==> src/rtl/usb_rx.sv <==
`default_nettype none
// ---------------------------------------------------------------------------
// usb_rx : full-speed USB receiver (bit recovery, NRZI, SYNC, unstuff, EOP)
// Rev 1.0
// ---------------------------------------------------------------------------
package types;
  typedef enum logic [1:0] {SE0 = 2'b00, K = 2'b01, J = 2'b10, SE1 = 2'b11} d_port_t;
endpackage

module usb_rx
  import types::*;
#(
  parameter int CLK_MULT = 4
) (
  input  logic       clk,
  input  logic       reset,
  input  d_port_t    d_i,
  input  logic       tx_en,
  output logic [7:0] data,
  output logic       valid,
  output logic       active,
  output logic       eop,
  output logic       error
);

  localparam int PHASE_W = (CLK_MULT > 1) ? $clog2(CLK_MULT) : 1;
  localparam logic [PHASE_W-1:0] PHASE_LAST = PHASE_W'(CLK_MULT - 1);
  localparam logic [PHASE_W-1:0] PHASE_MID  = PHASE_W'(CLK_MULT / 2);

  typedef enum logic [2:0] {
    ST_IDLE  = 3'd0,
    ST_SYNC  = 3'd1,
    ST_DATA  = 3'd2,
    ST_EOP   = 3'd3,
    ST_ABORT = 3'd4
  } state_t;

  d_port_t meta_q, s_q, prev_s_q;
  d_port_t last_sym_q, last_sym_d;
  state_t state_q, state_d;
  logic [PHASE_W-1:0] phase_q, phase_d;
  logic [2:0] zero_cnt_q, zero_cnt_d;
  logic [2:0] ones_q, ones_d;
  logic [2:0] bit_cnt_q, bit_cnt_d;
  logic [2:0] se0_cnt_q, se0_cnt_d;
  logic [7:0] shift_q, shift_d;
  logic [7:0] data_q, data_d;
  logic valid_q, valid_d, active_q, active_d, eop_q, eop_d, error_q, error_d;

  logic       en_bit;
  logic       bit_val;
  logic [7:0] shift_next;

  assign en_bit     = (phase_q == PHASE_MID);
  assign bit_val    = (s_q == last_sym_q);
  assign shift_next = {bit_val, shift_q[7:1]};

  always_comb begin
    state_d    = state_q;
    last_sym_d = last_sym_q;
    zero_cnt_d = zero_cnt_q;
    ones_d     = ones_q;
    bit_cnt_d  = bit_cnt_q;
    se0_cnt_d  = se0_cnt_q;
    shift_d    = shift_q;
    data_d     = data_q;
    active_d   = active_q;
    valid_d    = 1'b0;
    eop_d      = 1'b0;
    error_d    = 1'b0;

    // Any line transition re-centres the sampling point within the bit.
    if (s_q != prev_s_q)
      phase_d = PHASE_W'(1);
    else if (phase_q == PHASE_LAST)
      phase_d = '0;
    else
      phase_d = phase_q + PHASE_W'(1);

    if (tx_en) begin
      state_d    = ST_IDLE;
      phase_d    = '0;
      ones_d     = '0;
      bit_cnt_d  = '0;
      last_sym_d = J;
      active_d   = 1'b0;
      data_d     = 8'h00;
    end else if (en_bit) begin
      case (state_q)
        ST_IDLE: begin
          last_sym_d = J;
          if (s_q == K) begin
            state_d    = ST_SYNC;
            zero_cnt_d = 3'd1;
            last_sym_d = K;
          end
        end
        ST_SYNC: begin
          if (s_q == J || s_q == K) begin
            last_sym_d = s_q;
            if (!bit_val) begin
              if (zero_cnt_q != 3'd7) zero_cnt_d = zero_cnt_q + 3'd1;
            end else if (zero_cnt_q >= 3'd3) begin
              state_d   = ST_DATA;
              active_d  = 1'b1;
              bit_cnt_d = '0;
              ones_d    = '0;
            end else begin
              state_d = ST_IDLE;
            end
          end else begin
            state_d = ST_IDLE;
          end
        end
        ST_DATA: begin
          case (s_q)
            J, K: begin
              last_sym_d = s_q;
              if (ones_q == 3'd6) begin
                if (bit_val) begin
                  state_d   = ST_ABORT;
                  error_d   = 1'b1;
                  active_d  = 1'b0;
                  bit_cnt_d = '0;
                end else begin
                  ones_d = '0;
                end
              end else begin
                ones_d    = bit_val ? ones_q + 3'd1 : 3'd0;
                shift_d   = shift_next;
                bit_cnt_d = bit_cnt_q + 3'd1;
                if (bit_cnt_q == 3'd7) begin
                  data_d  = shift_next;
                  valid_d = 1'b1;
                end
              end
            end
            SE0: begin
              // SE0 bypasses the stuff rule; only byte alignment matters here.
              if (bit_cnt_q != 3'd0) begin
                state_d   = ST_ABORT;
                error_d   = 1'b1;
                active_d  = 1'b0;
                bit_cnt_d = '0;
              end else begin
                state_d   = ST_EOP;
                se0_cnt_d = 3'd1;
              end
            end
            default: begin
              state_d   = ST_ABORT;
              error_d   = 1'b1;
              active_d  = 1'b0;
              bit_cnt_d = '0;
            end
          endcase
        end
        ST_EOP: begin
          if (s_q == SE0 && se0_cnt_q != 3'd3) begin
            se0_cnt_d = se0_cnt_q + 3'd1;
          end else if (s_q == J) begin
            state_d    = ST_IDLE;
            eop_d      = 1'b1;
            active_d   = 1'b0;
            last_sym_d = J;
          end else begin
            state_d   = ST_ABORT;
            error_d   = 1'b1;
            active_d  = 1'b0;
            bit_cnt_d = '0;
          end
        end
        ST_ABORT: begin
          // bit_cnt doubles as the consecutive-J counter while aborted.
          if (s_q == J) begin
            if (bit_cnt_q == 3'd7) begin
              state_d    = ST_IDLE;
              bit_cnt_d  = '0;
              last_sym_d = J;
            end else begin
              bit_cnt_d = bit_cnt_q + 3'd1;
            end
          end else begin
            bit_cnt_d = '0;
          end
        end
        default: state_d = ST_IDLE;
      endcase
    end
  end

  always_ff @(posedge clk) begin
    if (reset) begin
      meta_q     <= J;
      s_q        <= J;
      prev_s_q   <= J;
      state_q    <= ST_IDLE;
      last_sym_q <= J;
      phase_q    <= '0;
      zero_cnt_q <= '0;
      ones_q     <= '0;
      bit_cnt_q  <= '0;
      se0_cnt_q  <= '0;
      shift_q    <= '0;
      data_q     <= 8'h00;
      valid_q    <= 1'b0;
      active_q   <= 1'b0;
      eop_q      <= 1'b0;
      error_q    <= 1'b0;
    end else begin
      meta_q     <= d_i;
      s_q        <= meta_q;
      prev_s_q   <= s_q;
      state_q    <= state_d;
      last_sym_q <= last_sym_d;
      phase_q    <= phase_d;
      zero_cnt_q <= zero_cnt_d;
      ones_q     <= ones_d;
      bit_cnt_q  <= bit_cnt_d;
      se0_cnt_q  <= se0_cnt_d;
      shift_q    <= shift_d;
      data_q     <= data_d;
      valid_q    <= valid_d;
      active_q   <= active_d;
      eop_q      <= eop_d;
      error_q    <= error_d;
    end
  end

  assign data   = data_q;
  assign valid  = valid_q;
  assign active = active_q;
  assign eop    = eop_q;
  assign error  = error_q;

endmodule
`default_nettype wire

==> config.mk <==
export PLATFORM = sky130hd
export DESIGN_NAME = usb_rx
export DESIGN_NICKNAME = d
export VERILOG_FILES = /design/src/rtl/usb_rx.sv
export SDC_FILE = /design/constraint.sdc
export NUM_CORES = 1
export LEC_CHECK = 0
export ABC_AREA = 0
export CORE_MARGIN = 2
export CORE_UTILIZATION = 58
export DETAILED_ROUTE_END_ITERATION = 7
export GPL_TIMING_DRIVEN = 0
export PLACE_DENSITY = 0.83
export SKIP_CTS_REPAIR_TIMING = 1
export SYNTH_ARGS = -nofsm -noshare
export SYNTH_HDL_FRONTEND = slang
export SYNTH_SLANG_ARGS = --single-unit
==> constraint.sdc <==
create_clock -name clk -period 3.4 [get_ports clk]
set_clock_uncertainty 0.2 [all_clocks]
set_input_delay 0.34 -clock clk [delete_from_list [all_inputs] [get_ports clk]]
set_output_delay 0.34 -clock clk [all_outputs]
set_load 0.01 [all_outputs]
== Yosys cells after proc, flatten, opt, wreduce, memory -nomap -nowiden ==
Index checks and enable logic that the tools add are counted.
Storage, ports and cells
  bits in registers: 45
  output and inout bits: 12
Operators by class
  $add $sub $neg: 5
  magnitude comparators: 1
  equal/unequal tests: 35
  reduce and logical (&&, ||, !) cells: 26
  bitwise gates (word level): 6
  muxes and demuxes: 66
Operator list (count)
  3-bit two-way mux: 30
  3-bit one-hot mux with 2 select lines: 5
  2-bit != test (second input constant): 14
  3-bit != test (second input constant): 6
  9-bit AND reduction: 2
  1-bit two-way mux: 16
  2-bit two-way mux: 8
  8-bit AND reduction: 2
  3-bit one-hot mux with 5 select lines: 1
  7-bit AND reduction: 2
  3-bit by 1-bit adder with 3-bit output (second input constant): 4
  3-bit one-hot mux with 4 select lines: 1
  2-bit one-hot mux with 5 select lines: 1
  5-bit AND reduction: 2
  3-bit equality test (second input constant): 3
  2-bit equality test (second input constant): 3
  3-bit by 2-bit equality test with 1-bit output (second input constant): 2
  1-bit NOT: 6
  1-bit one-hot mux with 2 select lines: 3
  6-bit AND reduction: 1
  2-bit nonzero test: 3
  3-bit nonzero test: 2
  6-bit OR reduction: 1
  5-bit nonzero test: 1
  other kinds (19): 20

== Depth between registers and ports, before layout ==
Gate-level depths: netlist of the first run.
  depth in word-level cells: 5
  mapped depth: 11

== Least setup slack after synthesis of the first run ==
OpenSTA, ideal clock, no wires.
  path kind: register to register
  start: register s_q[0]
  end: register data_q[7], in the netlist data[7]
  period minus slack after synthesis: 2441 ps
  slack: 959 ps
  arrival time: 2113 ps
  cell stages (with the launch flop): 12
  buffers on the path: 4
  cell sequence: dfxtp_1 -> buf_2 -> inv_1 -> ha_1 -> clkbuf_2 -> and4bb_2 -> and2_1 -> buf_6 -> and3_4 -> buf_8 -> mux2i_1 -> nor2_1
Between the ends
  cells in the longest elaborated chain, start to end: 3
  elaborated cells between the ends (all ways): 5
  those cells by class: 3 x eq/ne; 2 x reduce/logical
RTL lines
  start: declaration: line 38  | d_port_t meta_q, s_q, prev_s_q;
  start signal: assignment: line 212  | s_q <= meta_q;
  2-bit equality test / 2-bit by 1-bit equality test with 1-bit output (equally long branches): line 116  | case (s_q)
  2-bit OR reduction: line 116
  5-bit AND reduction (no source line)
  end signal: assignment: line 222  | data_q <= data_d;
  end: declaration: line 47  | logic [7:0] data_q, data_d;
Several ways; a longest one is shown, not always the timed one.
A chain may end at the register's enable or synchronous reset.

== Final worst setup path of the first run ==
  start: register s_q[0]
  end: register ones_q[2]
Between the ends
  cells in the longest elaborated chain, start to end: 5
  elaborated cells between the ends (all ways): 14
  those cells by class: 7 x eq/ne; 4 x mux; 3 x reduce/logical
RTL lines
  2-bit equality test: line 55  | assign bit_val = (s_q == last_sym_q);
  3-bit two-way mux: line 129  | ones_d = bit_val ? ones_q + 3'd1 : 3'd0;
  3-bit two-way mux: line 119  | if (ones_q == 3'd6) begin
  3-bit two-way mux: line 116
  3-bit one-hot mux with 2 select lines: line 89  | case (state_q)
  end signal: assignment: line 218  | ones_q <= ones_d;
  end: declaration: line 43  | logic [2:0] ones_q, ones_d;
Several ways; a longest one is shown, not always the timed one. The select of a mux whose other input is x is not followed.

==> impl_results.rst, run 1 <==
.. list-table::
   :header-rows: 1

   * - Metric
     - Value
   * - Area of all sequential standard cells
     - 881 um^2
   * - Clock tree sinks
     - 44
   * - Total global routing track utilization
     - 22.9%
   * - Worst path arrival time
     - 2880 ps
   * - Vias
     - 2,083
   * - Total die area
     - 4780 um^2
   * - Number of global-route vias before repair
     - 1,932
   * - Final worst-path cycle share
     - 85.0%
   * - Most frequent standard cell in the layout excluding fill and tap cells
     - sky130_fd_sc_hd__dfxtp_1
   * - Antenna violations before repair
     - 0
   * - Final WL
     - 5320 um
   * - Number of input and output port buffers inserted
     - 16
   * - Number of buffers between clock root and the deepest sink
     - 2
   * - Hpwl dp
     - 3950 um
   * - Combined area of all synthesized cells
     - 2460 um^2
   * - Area of the core
     - 4030 um^2
   * - Number of warnings reported in the yosys synthesis log
     - 0
   * - Highest ir drop seen on vdd
     - 0.426 mV
   * - Achievable clock frequency
     - 346 MHz
   * - Leakage power
     - 1.05 nW
   * - Row cnt
     - 23
   * - I/O pin total
     - 17
   * - Fill count
     - 316
   * - Number of synthesized register bits
     - 44
   * - Count of antenna diodes in the layout
     - 0
   * - Layout cells sized above 1
     - 11.6%
   * - Met1 capacity usage during global routing
     - 29.7%
   * - Final max-slew violation count
     - 0
   * - Setup slack at placement
     - 600 ps
   * - Clock slew at reported path FFs
     - 90 ps
   * - Share of the yosys chip area belonging to registers
     - 35.8%
   * - Clock buffer count from CTS
     - 5
   * - Worst stage delay on the critical path
     - 500 ps
   * - X dimension of the die
     - 69.1 um
   * - Time the worst path needs with I/O delays and setup
     - 2890 ps
   * - Gr busiest metal
     - met2
   * - Least-Margin Pin Slew
     - 629 ps
   * - Critical path fanouts, max
     - 9
   * - Cell variety after synth
     - 60
   * - Data required time of the worst path
     - 3390 ps
   * - Die extent in y
     - 69.1 um
   * - Number of antenna-violating nets in the routed design
     - 0
   * - CTS H-Tree Depth
     - 2
   * - Total setup violations reported at the end of the flow
     - 0
   * - Async set-reset flop share out of synthesis
     - 0%
   * - Path category of the worst min-delay check
     - reg2reg
   * - Category of the worst setup path capture point
     - flop
   * - Tot Pwr
     - 984 uW
   * - Number of non-filler instances in the completed layout
     - 351
   * - Placed cell count
     - 343
   * - Pin count of the biggest net entering global routing
     - 16
   * - Critical path cell sequence
     - buf_2, inv_1, ha_1, clkbuf_2, nand4bb_1, nor4_1, o221ai_1, a311o_1
   * - Clock tree from TritonCTS
     - done
   * - TNS Setup
     - 0 ps
   * - Clk Latency, worst-skew pair
     - 300 ps
   * - Avg Cell Area, Syn
     - 8.88 um^2
   * - Slew headroom
     - 57.7%
   * - Cells after Synth
     - 277
   * - DRC
     - 0
   * - Detailed-route wire length per cell
     - 15.1 um
   * - Vias per inst
     - 5.93
   * - Final Wtd Congestion
     - 0.962
   * - Met3 global-route usage
     - 4.82%
   * - Initial cell density of the core
     - 61.1%
   * - Post-layout net count
     - 322
   * - Overflow left after global routing
     - 0
   * - First-pass iteration count of the detailed router
     - 5
   * - GR Layer Usage met2
     - 36.9%
   * - Outcome
     - finished clean
   * - Dominant register cell in the synthesized netlist
     - sky130_fd_sc_hd__dfxtp_1
   * - Multi-input combinational cell area
     - 1440 um^2
   * - Synth Net Count
     - 299
   * - Number of hold-slack violations in the final timing report
     - 0
   * - CTS Root Buffer Type
     - sky130_fd_sc_hd__clkbuf_8
   * - Number of synthesized flops with an enable pin
     - 0
   * - Critical Path Source Type
     - flop
   * - Final Worst Setup Slack
     - 509 ps
   * - Maximum capacitance violations
     - 0
   * - Worst path slowest cell
     - sky130_fd_sc_hd__nor4_1
   * - Leading cell types in the layout, fill and taps excluded
     - 44 x sky130_fd_sc_hd__dfxtp_1, 31 x sky130_fd_sc_hd__nand2_1, 26 x sky130_fd_sc_hd__nor2_1, 20 x sky130_fd_sc_hd__mux2i_1, 17 x sky130_fd_sc_hd__ha_1
   * - Type of the worst setup path
     - reg2reg
   * - RSZ-0062 raised after global routing
     - false
   * - First-pass GRT wire length
     - 8940 um
   * - Number of DRC markers in iteration 0
     - 144
   * - Area growth syn-to-layout
     - 13.7%
   * - Power per Cell Area
     - 351 nW/um^2
   * - Hold slack final
     - 224 ps
worst paths after layout:
check                  startpoint                     end  slack (ps)  cells after the start
max reg2reg     s_q[0]$_SDFF_PP0_  ones_q[2]$_SDFFE_PP0P_         510                      8
min reg2reg  meta_q[1]$_SDFF_PP1_       s_q[1]$_SDFF_PP1_         220                      1
min          meta_q[1]$_SDFF_PP1_       s_q[1]$_SDFF_PP1_         220                      1
max             s_q[0]$_SDFF_PP0_  ones_q[2]$_SDFFE_PP0P_         510                      8
cells in the mapped netlist, types with 3 or more instances:
master | instances | share of area [%]
sky130_fd_sc_hd__ha_1 | 17 | 8.6
sky130_fd_sc_hd__nor4_1 | 5 | 1.3
sky130_fd_sc_hd__nor2b_1 | 5 | 1.3
sky130_fd_sc_hd__a211oi_1 | 3 | 0.92
sky130_fd_sc_hd__clkbuf_1 | 5 | 0.76
sky130_fd_sc_hd__buf_2 | 7 | 1.4
sky130_fd_sc_hd__nor3_1 | 5 | 1.0
sky130_fd_sc_hd__nand2_1 | 31 | 4.7
sky130_fd_sc_hd__nor2_1 | 26 | 4.0
sky130_fd_sc_hd__a21oi_1 | 11 | 2.2
sky130_fd_sc_hd__o211ai_1 | 3 | 0.92
sky130_fd_sc_hd__and2_1 | 4 | 1.0
sky130_fd_sc_hd__nand2b_1 | 5 | 1.3
sky130_fd_sc_hd__o221ai_1 | 3 | 1.1
sky130_fd_sc_hd__dfxtp_1 | 44 | 36
sky130_fd_sc_hd__o21ai_0 | 7 | 1.4
sky130_fd_sc_hd__mux2i_1 | 20 | 8.1
sky130_fd_sc_hd__or2_2 | 5 | 1.3
sky130_fd_sc_hd__nand3_1 | 9 | 1.8
sky130_fd_sc_hd__inv_1 | 11 | 1.7
through the flow:
stage / instance area [um^2] / util (%)
floorplan: 2460 / -
global placement: 2680 / 66.6
detailed placement: 2680 / 66.6
CTS: 2800 / 69.5
global route: 2800 / 69.5
finish: 2800 / 69.5
area by class of cell:
| class | count | share of cell area, % |
|---|---|---|
| Buffer | 17 | 3.58 |
| Clock buffer | 5 | 2.46 |
| Clock inverter | 3 | 1.65 |
| Inverter | 11 | 1.48 |
| Multi-Input combinational cell | 205 | 51.4 |
| Sequential cell | 44 | 31.5 |
| Tap cell | 50 | 2.24 |
| Timing Repair Buffer | 16 | 5.72 |
registers in the layout, summed over array words and instances (netlist names):
name / count
data: 8
shift_q: 7
bit_cnt_q: 3
ones_q: 3
se0_cnt_q: 3
state_q: 3
zero_cnt_q: 3
last_sym_q: 2
meta_q: 2
phase_q: 2
prev_s_q: 2
s_q: 2
active: 1
eop: 1
error: 1
valid: 1
cells by family (layout without fill, tap and decap cells):
group | after synthesis | after routing | synth area share, %
compound gates | 49 | 49 | 15.2
xor+xnor | 6 | 6 | 2.75
fa+ha+maj | 17 | 17 | 8.64
buf+inv | 28 | 52 | 5.74
flops | 44 | 44 | 35.8
mux | 20 | 20 | 8.13
simple gates | 113 | 113 | 23.8
layer usage:
metal	routed length, um	vias to the layer above	share of wire (%)
met1	2430	970	46
li1	-	1021	-
met5	0	-	0
met4	118	0	2.2
met3	333	12	6.3
met2	2430	80	46
worst max-delay path: cells and delay by family (launching register included):
family                   cells  cell delay, ps
buffers and inverters        3             550
AND/OR/NAND/NOR              2             660
adder cells (fa/ha/maj)      1             290
flip-flops                   1             360
AO/OA/AOI/OAI                2             720
report_power, final:
group | switching (mW) | internal, mW
clock network | 0.188 | 0.221
logic | 0.0334 | 0.0202
registers | 0.00215 | 0.519
total | 0.223 | 0.760
Note: power is estimated with default switching activity, not from simulation.
==> inputs of run 2 (changes only) <==
CELL_PAD_IN_SITES_DETAIL_PLACEMENT = 0   (was default)
CELL_PAD_IN_SITES_GLOBAL_PLACEMENT = 2   (was default)
CORE_UTILIZATION = 36   (was 58)
PLACE_DENSITY = 0.82   (was 0.83)
==> run 2 against run 1 <==
Against the previous run:
- critical endpoint is now data[6]$_SDFFE_PP0P_
- cell count increased by 8.5%
- sequential power about the same
- highest routed layer unchanged
- largest cell class unchanged
- combinational power increased by 2%
- register-to-register slack improved by 110 ps
==> impl_results.rst, run 2 (synthesis gave the netlist of run 1 again) <==
.. list-table::
   :header-rows: 1

   * - Metric
     - Value
   * - Leading cell types in the layout, fill and taps excluded
     - 44 x sky130_fd_sc_hd__dfxtp_1, 31 x sky130_fd_sc_hd__nand2_1, 26 x sky130_fd_sc_hd__nor2_1, 20 x sky130_fd_sc_hd__mux2i_1, 17 x sky130_fd_sc_hd__ha_1 (unchanged)
   * - Most frequent standard cell in the layout excluding fill and tap cells
     - sky130_fd_sc_hd__dfxtp_1 (unchanged)
   * - Number of buffers between clock root and the deepest sink
     - 2 (unchanged)
   * - Total setup violations reported at the end of the flow
     - 0 (unchanged)
   * - Number of DRC markers in iteration 0
     - 133 (was 144)
   * - Path category of the worst min-delay check
     - reg2reg (unchanged)
   * - Number of input and output port buffers inserted
     - 16 (unchanged)
   * - Outcome
     - finished clean (unchanged)
   * - First-pass GRT wire length
     - 9390 um (was 8940 um)
   * - Slew headroom
     - 67.1% (was 57.7%)
   * - DRC
     - 0 (unchanged)
   * - Number of non-filler instances in the completed layout
     - 381 (was 351)
   * - Data required time of the worst path
     - 3380 ps (was 3390 ps)
   * - Area of all sequential standard cells
     - 881 um^2 (unchanged)
   * - Hpwl dp
     - 4260 um (was 3950 um)
   * - I/O pin total
     - 17 (unchanged)
   * - Final WL
     - 5790 um (was 5320 um)
   * - Reg-to-reg startpoint
     - s_q[0]$_SDFF_PP0_ (unchanged)
   * - Area of the core
     - 6720 um^2 (was 4030 um^2)
   * - Leakage power
     - 1.05 nW (unchanged)
   * - Highest routing layer actually used
     - met4 (unchanged)
   * - Layout cells sized above 1
     - 11.6% (unchanged)
   * - Multi-input combinational cell area
     - 1440 um^2 (unchanged)
   * - Vias per inst
     - 5.30 (was 5.93)
   * - Clk Latency, worst-skew pair
     - 300 ps (about the same)
   * - Count of antenna diodes in the layout
     - 0 (unchanged)
   * - Worst setup endpoint
     - data[6]$_SDFFE_PP0P_ (was ones_q[2]$_SDFFE_PP0P_)
   * - Worst reg-to-reg path cell count
     - 11 (was 8)
   * - Row cnt
     - 30 (was 23)
   * - Category of the worst setup path capture point
     - flop (unchanged)
   * - Met2 routed wirelength
     - 2540 um (was 2430 um)
   * - Time the worst path needs with I/O delays and setup
     - 2780 ps (was 2890 ps)
   * - Area growth syn-to-layout
     - 15.3% (was 13.7%)
   * - Antenna violations before repair
     - 0 (unchanged)
   * - Final Wtd Congestion
     - 0.902 (was 0.962)
   * - Pin count of the biggest net entering global routing
     - 16 (unchanged)
   * - Critical Path Start
     - s_q[0]$_SDFF_PP0_ (unchanged)
   * - X dimension of the die
     - 86.7 um (was 69.1 um)
   * - RSZ-0062 raised after global routing
     - false (unchanged)
   * - Critical Path Source Type
     - flop (unchanged)
   * - Initial cell density of the core
     - 36.6% (was 61.1%)
   * - Least-Margin Pin Slew
     - 494 ps (was 629 ps)
   * - Number of hold-slack violations in the final timing report
     - 0 (unchanged)
   * - Final worst-path cycle share
     - 81.7% (was 85.0%)
   * - TNS Setup
     - 0 ps (unchanged)
   * - Achievable clock frequency
     - 360 MHz (was 346 MHz)
   * - Tot Pwr
     - 1000 uW (was 984 uW)
   * - Clock slew at reported path FFs
     - 90 ps (about the same)
   * - First-pass iteration count of the detailed router
     - 4 (was 5)
   * - Detailed-route wire length per cell
     - 15.2 um (was 15.1 um)
   * - Post-layout net count
     - 322 (unchanged)
   * - Clock buffer count from CTS
     - 5 (unchanged)
   * - RR Endpoint
     - data[6]$_SDFFE_PP0P_ (was ones_q[2]$_SDFFE_PP0P_)
   * - Total global routing track utilization
     - 16.1% (was 22.9%)
   * - Number of antenna-violating nets in the routed design
     - 0 (unchanged)
   * - CTS Root Buffer Type
     - sky130_fd_sc_hd__clkbuf_8 (unchanged)
   * - Maximum capacitance violations
     - 0 (unchanged)
   * - Minimum setup slack among reg-to-reg paths
     - 620 ps (was 510 ps)
   * - Critical path fanouts, max
     - 10 (was 9)
   * - Vias
     - 2,020 (was 2,083)
   * - Die extent in y
     - 86.7 um (was 69.1 um)
   * - Power per Cell Area
     - 352 nW/um^2 (was 351 nW/um^2)
   * - Clock tree sinks
     - 44 (unchanged)
   * - Fill count
     - 682 (was 316)
   * - Type of the worst setup path
     - reg2reg (unchanged)
   * - Overflow left after global routing
     - 0 (unchanged)
   * - Total die area
     - 7510 um^2 (was 4780 um^2)
   * - Met3 routed wirelength
     - 245 um (was 333 um)
   * - Highest ir drop seen on vdd
     - 0.225 mV (was 0.426 mV)
   * - CTS H-Tree Depth
     - 2 (unchanged)
   * - Number of global-route vias before repair
     - 1,837 (was 1,932)
   * - Final max-slew violation count
     - 0 (unchanged)
   * - Worst path arrival time
     - 2750 ps (was 2880 ps)
   * - Clock tree from TritonCTS
     - done (unchanged)
   * - Largest register FFs
     - 8 (unchanged)
   * - Met1 routed wirelength after detailed routing
     - 2920 um (was 2430 um)
   * - Placed cell count
     - 373 (was 343)
run 2: cell counts in the layout (fill, tap and decap cells not counted):
Identical to the previous run, type by type.
run 2: report_power, final:
group	leakage, nW	internal (mW)	switching (mW)
clock	0.0548	0.222	0.202
sequential	0.356	0.519	0.00225
combinational	0.639	0.0202	0.0346
run 2: layout make-up:
cell class | count | share of cell area, %
plain buffers | 17 | 3.53
clock buffers | 5 | 2.43
clock inverters | 3 | 1.63
inverters | 11 | 1.46
multi-input cells | 205 | 50.7
flip-flops and latches | 44 | 31.1
well taps | 80 | 3.53
repair buffers | 16 | 5.65
run 2: through the flow:
| step | hold slack (ps) | setup WS, ps | instance area (um^2) | util [%] |
|---|---|---|---|---|
| floorplan | 189 | 959 | 2460 | - |
| global placement | 194 | 651 | 2720 | 40.5 |
| detailed placement | 195 | 631 | 2720 | 40.5 |
| CTS | 216 | 633 | 2840 | 42.2 |
| global route | 225 | 469 | 2840 | 42.2 |
| finish | 215 | 624 | 2840 | 42.2 |
run 2: worst min path at each step:
stage	cells past startpoint	end	from
floorplan	1	s_q[1]$_SDFF_PP1_	meta_q[1]$_SDFF_PP1_
global placement	1	s_q[1]$_SDFF_PP1_	meta_q[1]$_SDFF_PP1_
detailed placement	1	s_q[1]$_SDFF_PP1_	meta_q[1]$_SDFF_PP1_
CTS	1	s_q[1]$_SDFF_PP1_	meta_q[1]$_SDFF_PP1_
global route	1	s_q[1]$_SDFF_PP1_	meta_q[1]$_SDFF_PP1_
finish	1	s_q[1]$_SDFF_PP1_	meta_q[1]$_SDFF_PP1_
run 2: metal layers:
layer / vias up / global-route usage (%)
li1: 1025 / -
met1: 936 / 22.3
met2: 50 / 24.7
met3: 9 / 3.52
met4: 0 / 5.40
met5: - / 0
run 2: worst max-delay path, stage by stage (launching register included):
cell and delay, ps:
sky130_fd_sc_hd__dfxtp_1 390, sky130_fd_sc_hd__buf_2 210, sky130_fd_sc_hd__inv_1 110, sky130_fd_sc_hd__ha_1 290, sky130_fd_sc_hd__clkbuf_2 230, sky130_fd_sc_hd__and4bb_2 350, sky130_fd_sc_hd__and2_1 160, sky130_fd_sc_hd__buf_6 140
sky130_fd_sc_hd__and3_4 190, sky130_fd_sc_hd__buf_8 140, sky130_fd_sc_hd__mux2i_1 180, sky130_fd_sc_hd__nor2_1 60
==> inputs of run 3 (changes only) <==
CORE_UTILIZATION = 33   (was 36)
PLACE_DENSITY = 0.79   (was 0.82)
clock period = 2.4 ns   (was 3.4 ns; I/O delays follow)
==> run 3 against run 2 <==
Against the previous run:
- the run now ends with setup timing left
- wire length up 4.6%
- cell count increased by 7.9%
- largest cell class unchanged
- count of clock-buffer cells in the layout unchanged
==> impl_results.rst, run 3 (synthesis gave the netlist of run 1 again) <==
.. list-table::
   :header-rows: 1

   * - Metric
     - Value
   * - Outcome
     - finished with violations (was finished clean)
   * - Violated checks
     - setup timing
   * - Capture endpoint of the worst hold path
     - s_q[1]$_SDFF_PP1_ (unchanged)
   * - Vias
     - 2,066 (was 2,020)
   * - Sequential power share
     - 51.3% (was 52.1%)
   * - Number of hold-slack violations in the final timing report
     - 0 (unchanged)
   * - Maximum capacitance violations
     - 0 (unchanged)
   * - X dimension of the die
     - 90.4 um (was 86.7 um)
   * - Leading cell types in the layout, fill and taps excluded
     - 42 x sky130_fd_sc_hd__dfxtp_1, 31 x sky130_fd_sc_hd__nand2_1, 26 x sky130_fd_sc_hd__nor2_1, 19 x sky130_fd_sc_hd__mux2i_1 (was 44 x sky130_fd_sc_hd__dfxtp_1, 31 x sky130_fd_sc_hd__nand2_1, 26 x sky130_fd_sc_hd__nor2_1, 20 x sky130_fd_sc_hd__mux2i_1, 17 x sky130_fd_sc_hd__ha_1)
   * - Cell-internal power
     - 1.09 mW (was 761 uW)
   * - RSZ-0062 raised after global routing
     - true (was false)
   * - Number of input and output port buffers inserted
     - 16 (unchanged)
   * - Largest register FFs
     - 8 (unchanged)
   * - Leakage power
     - 1.11 nW (was 1.05 nW)
   * - Die extent in y
     - 90.4 um (was 86.7 um)
   * - Detailed-route wire length per cell
     - 14.7 um (was 15.2 um)
   * - Initial cell density of the core
     - 33.9% (was 36.6%)
   * - Worst stage delay on the critical path
     - 360 ps (was 390 ps)
   * - Clock Power Share
     - 42.0% (was 42.4%)
   * - Vias per inst
     - 5.03 (was 5.30)
   * - Least-Margin Pin Slew
     - 533 ps (was 494 ps)
   * - Total setup violations reported at the end of the flow
     - 2 (was 0)
   * - Cell area after placement
     - 2750 um^2 (was 2720 um^2)
   * - Number of antenna-violating nets in the routed design
     - 0 (unchanged)
   * - Time the worst path needs with I/O delays and setup
     - 2420 ps (was 2780 ps)
   * - Path category of the worst min-delay check
     - reg2reg (unchanged)
   * - DRC
     - 0 (unchanged)
   * - Switching power as a share of total power
     - 24.2% (was 23.9%)
   * - Total global routing track utilization
     - 14.9% (was 16.1%)
   * - Min-Delay Startpoint
     - meta_q[1]$_SDFF_PP1_ (unchanged)
   * - Critical path's top delay family
     - simple AND/OR/NAND/NOR gates (was buffers and inverters)
   * - Area of the core
     - 7250 um^2 (was 6720 um^2)
   * - Number of buffers and inverters on the critical path
     - 5 (unchanged)
   * - Clock slew at reported path FFs
     - 90 ps (about the same)
   * - Post-layout net count
     - 333 (was 322)
   * - Slew headroom
     - 64.3% (was 67.1%)
   * - Most frequent standard cell in the layout excluding fill and tap cells
     - sky130_fd_sc_hd__dfxtp_1 (unchanged)
   * - Final WL
     - 6060 um (was 5790 um)
   * - Logic gate share of total power
     - 6.7% (was 5.5%)
   * - Worst path arrival time
     - 2400 ps (was 2750 ps)
   * - Worst path slowest cell
     - sky130_fd_sc_hd__dfxtp_2 (was sky130_fd_sc_hd__dfxtp_1)
   * - Pin count of the biggest net entering global routing
     - 16 (unchanged)
   * - Hpwl dp
     - 4420 um (was 4260 um)
   * - Count of antenna diodes in the layout
     - 0 (unchanged)
   * - Worst reg-to-reg path cell count
     - 11 (unchanged)
   * - Critical path's most frequent cell
     - sky130_fd_sc_hd__buf_6
   * - Critical path fanouts, max
     - 9 (was 10)
   * - Antenna violations before repair
     - 0 (unchanged)
   * - CTS H-Tree Depth
     - 2 (unchanged)
   * - Overflow left after global routing
     - 0 (unchanged)
   * - Final Worst Setup Slack
     - -17.2 ps (was 624 ps)
   * - Final Wtd Congestion
     - 0.875 (was 0.902)
   * - Clock tree sinks
     - 44 (unchanged)
   * - Category of the worst setup path capture point
     - flop (unchanged)
   * - Data required time of the worst path
     - 2390 ps (was 3380 ps)
   * - Highest ir drop seen on vdd
     - 0.283 mV (was 0.225 mV)
   * - Number of DRC markers in iteration 0
     - 118 (was 133)
   * - First-pass GRT wire length
     - 9680 um (was 9390 um)
   * - Critical Path Source Type
     - flop (unchanged)
   * - Number of instances on the worst hold path
     - 1 (unchanged)
   * - Reg-to-reg startpoint
     - s_q[0]$_SDFF_PP0_ (unchanged)
   * - Number of buffers between clock root and the deepest sink
     - 2 (unchanged)
   * - Final max-slew violation count
     - 0 (unchanged)
   * - Area growth syn-to-layout
     - 22.5% (was 15.3%)
   * - Minimum setup slack among reg-to-reg paths
     - -20 ps (was 620 ps)
   * - Layout cells sized above 1
     - 17.3% (was 11.6%)
   * - Clk Latency, worst-skew pair
     - 300 ps (about the same)
   * - Final worst-path cycle share
     - 101% (was 81.7%)
   * - Row cnt
     - 31 (was 30)
   * - RR Endpoint
     - data[7]$_SDFFE_PP0P_ (was data[6]$_SDFFE_PP0P_)
   * - Achievable clock frequency
     - 414 MHz (was 360 MHz)
   * - Power per Cell Area
     - 477 nW/um^2 (was 352 nW/um^2)
   * - Number of global-route vias before repair
     - 1,952 (was 1,837)
   * - I/O pin total
     - 17 (unchanged)
   * - Type of the worst setup path
     - reg2reg (unchanged)
   * - Final instance area
     - 3020 um^2 (was 2840 um^2)
   * - First-pass iteration count of the detailed router
     - 4 (unchanged)
   * - CTS Root Buffer Type
     - sky130_fd_sc_hd__clkbuf_8 (unchanged)
   * - Clock buffer count from CTS
     - 5 (unchanged)
   * - Clock tree from TritonCTS
     - done (unchanged)
   * - P_sw
     - 349 uW (was 239 uW)
   * - Total die area
     - 8160 um^2 (was 7510 um^2)
   * - Hold slack final
     - 233 ps (was 215 ps)
   * - Critical path cell sequence
     - buf_6, clkinvlp_4, ha_4, buf_6, and4bb_2, and2_4, buf_6, and3_4, buf_12, mux2i_2, nor2_1 (was buf_2, inv_1, ha_1, clkbuf_2, and4bb_2, and2_1, buf_6, and3_4, buf_8, mux2i_1, nor2_1)
==> run 3: how the worst max path moves through the flow <==
| stage | start | to | slack (ps) | cells past startpoint |
|---|---|---|---|---|
| finish | s_q[0]$_SDFF_PP0_ | data[7]$_SDFFE_PP0P_ | -20 | 11 |
| global route | s_q[0]$_SDFF_PP0_ | data[7]$_SDFFE_PP0P_ | -130 | 11 |
| CTS | s_q[1]$_SDFF_PP1_ | data[5]$_SDFFE_PP0P_ | -270 | 11 |
| detailed placement | s_q[1]$_SDFF_PP1_ | data[5]$_SDFFE_PP0P_ | -250 | 11 |
| global placement | s_q[0]$_SDFF_PP0_ | data[5]$_SDFFE_PP0P_ | -220 | 11 |
| floorplan | s_q[0]$_SDFF_PP0_ | data[7]$_SDFFE_PP0P_ | 20 | 11 |
==> run 3: per-stage QoR <==
step	util, %	worst slack, ps	total power, mW	cells	TNS [ps]
2_1_floorplan	-	22.1	0.808	277	0
3_3_place_gp	38.0	-217	0.836	392	-2050
3_5_place_dp	38.0	-248	0.836	392	-2280
4_1_cts	39.5	-273	1.44	400	-2640
5_1_grt	41.6	-127	1.48	411	-1100
6_report	41.6	-17.2	1.44	411	-18.2
==> run 3: metal layers <==
| metal | share of wire (%) | global-route usage [%] | vias up |
|---|---|---|---|
| li1 | - | - | 1047 |
| met1 | 49 | 20.2 | 965 |
| met2 | 45 | 23.2 | 44 |
| met3 | 3.8 | 3.01 | 10 |
| met4 | 1.8 | 5.77 | 0 |
| met5 | 0 | 0 | - |
==> run 3: final cells by class <==
class	instances	area [um^2]
clock buffer	5	68.8
inverter	11	45.0
timing repair buffer	27	243
clock inverter	3	46.3
tap	99	124
multi-input combinational	205	1480
buffer	17	124
sequential	44	886
fill	746	4240
==> run 3: power by group through the flow <==
stage	combinational (mW)	clock (mW)	sequential, mW
final	0.0960	0.605	0.738
after global routing	0.103	0.641	0.739
after CTS	0.0808	0.619	0.738
after detailed placement	0.0804	0	0.755
after global placement	0.0813	0	0.755
after floorplan	0.0535	0	0.755
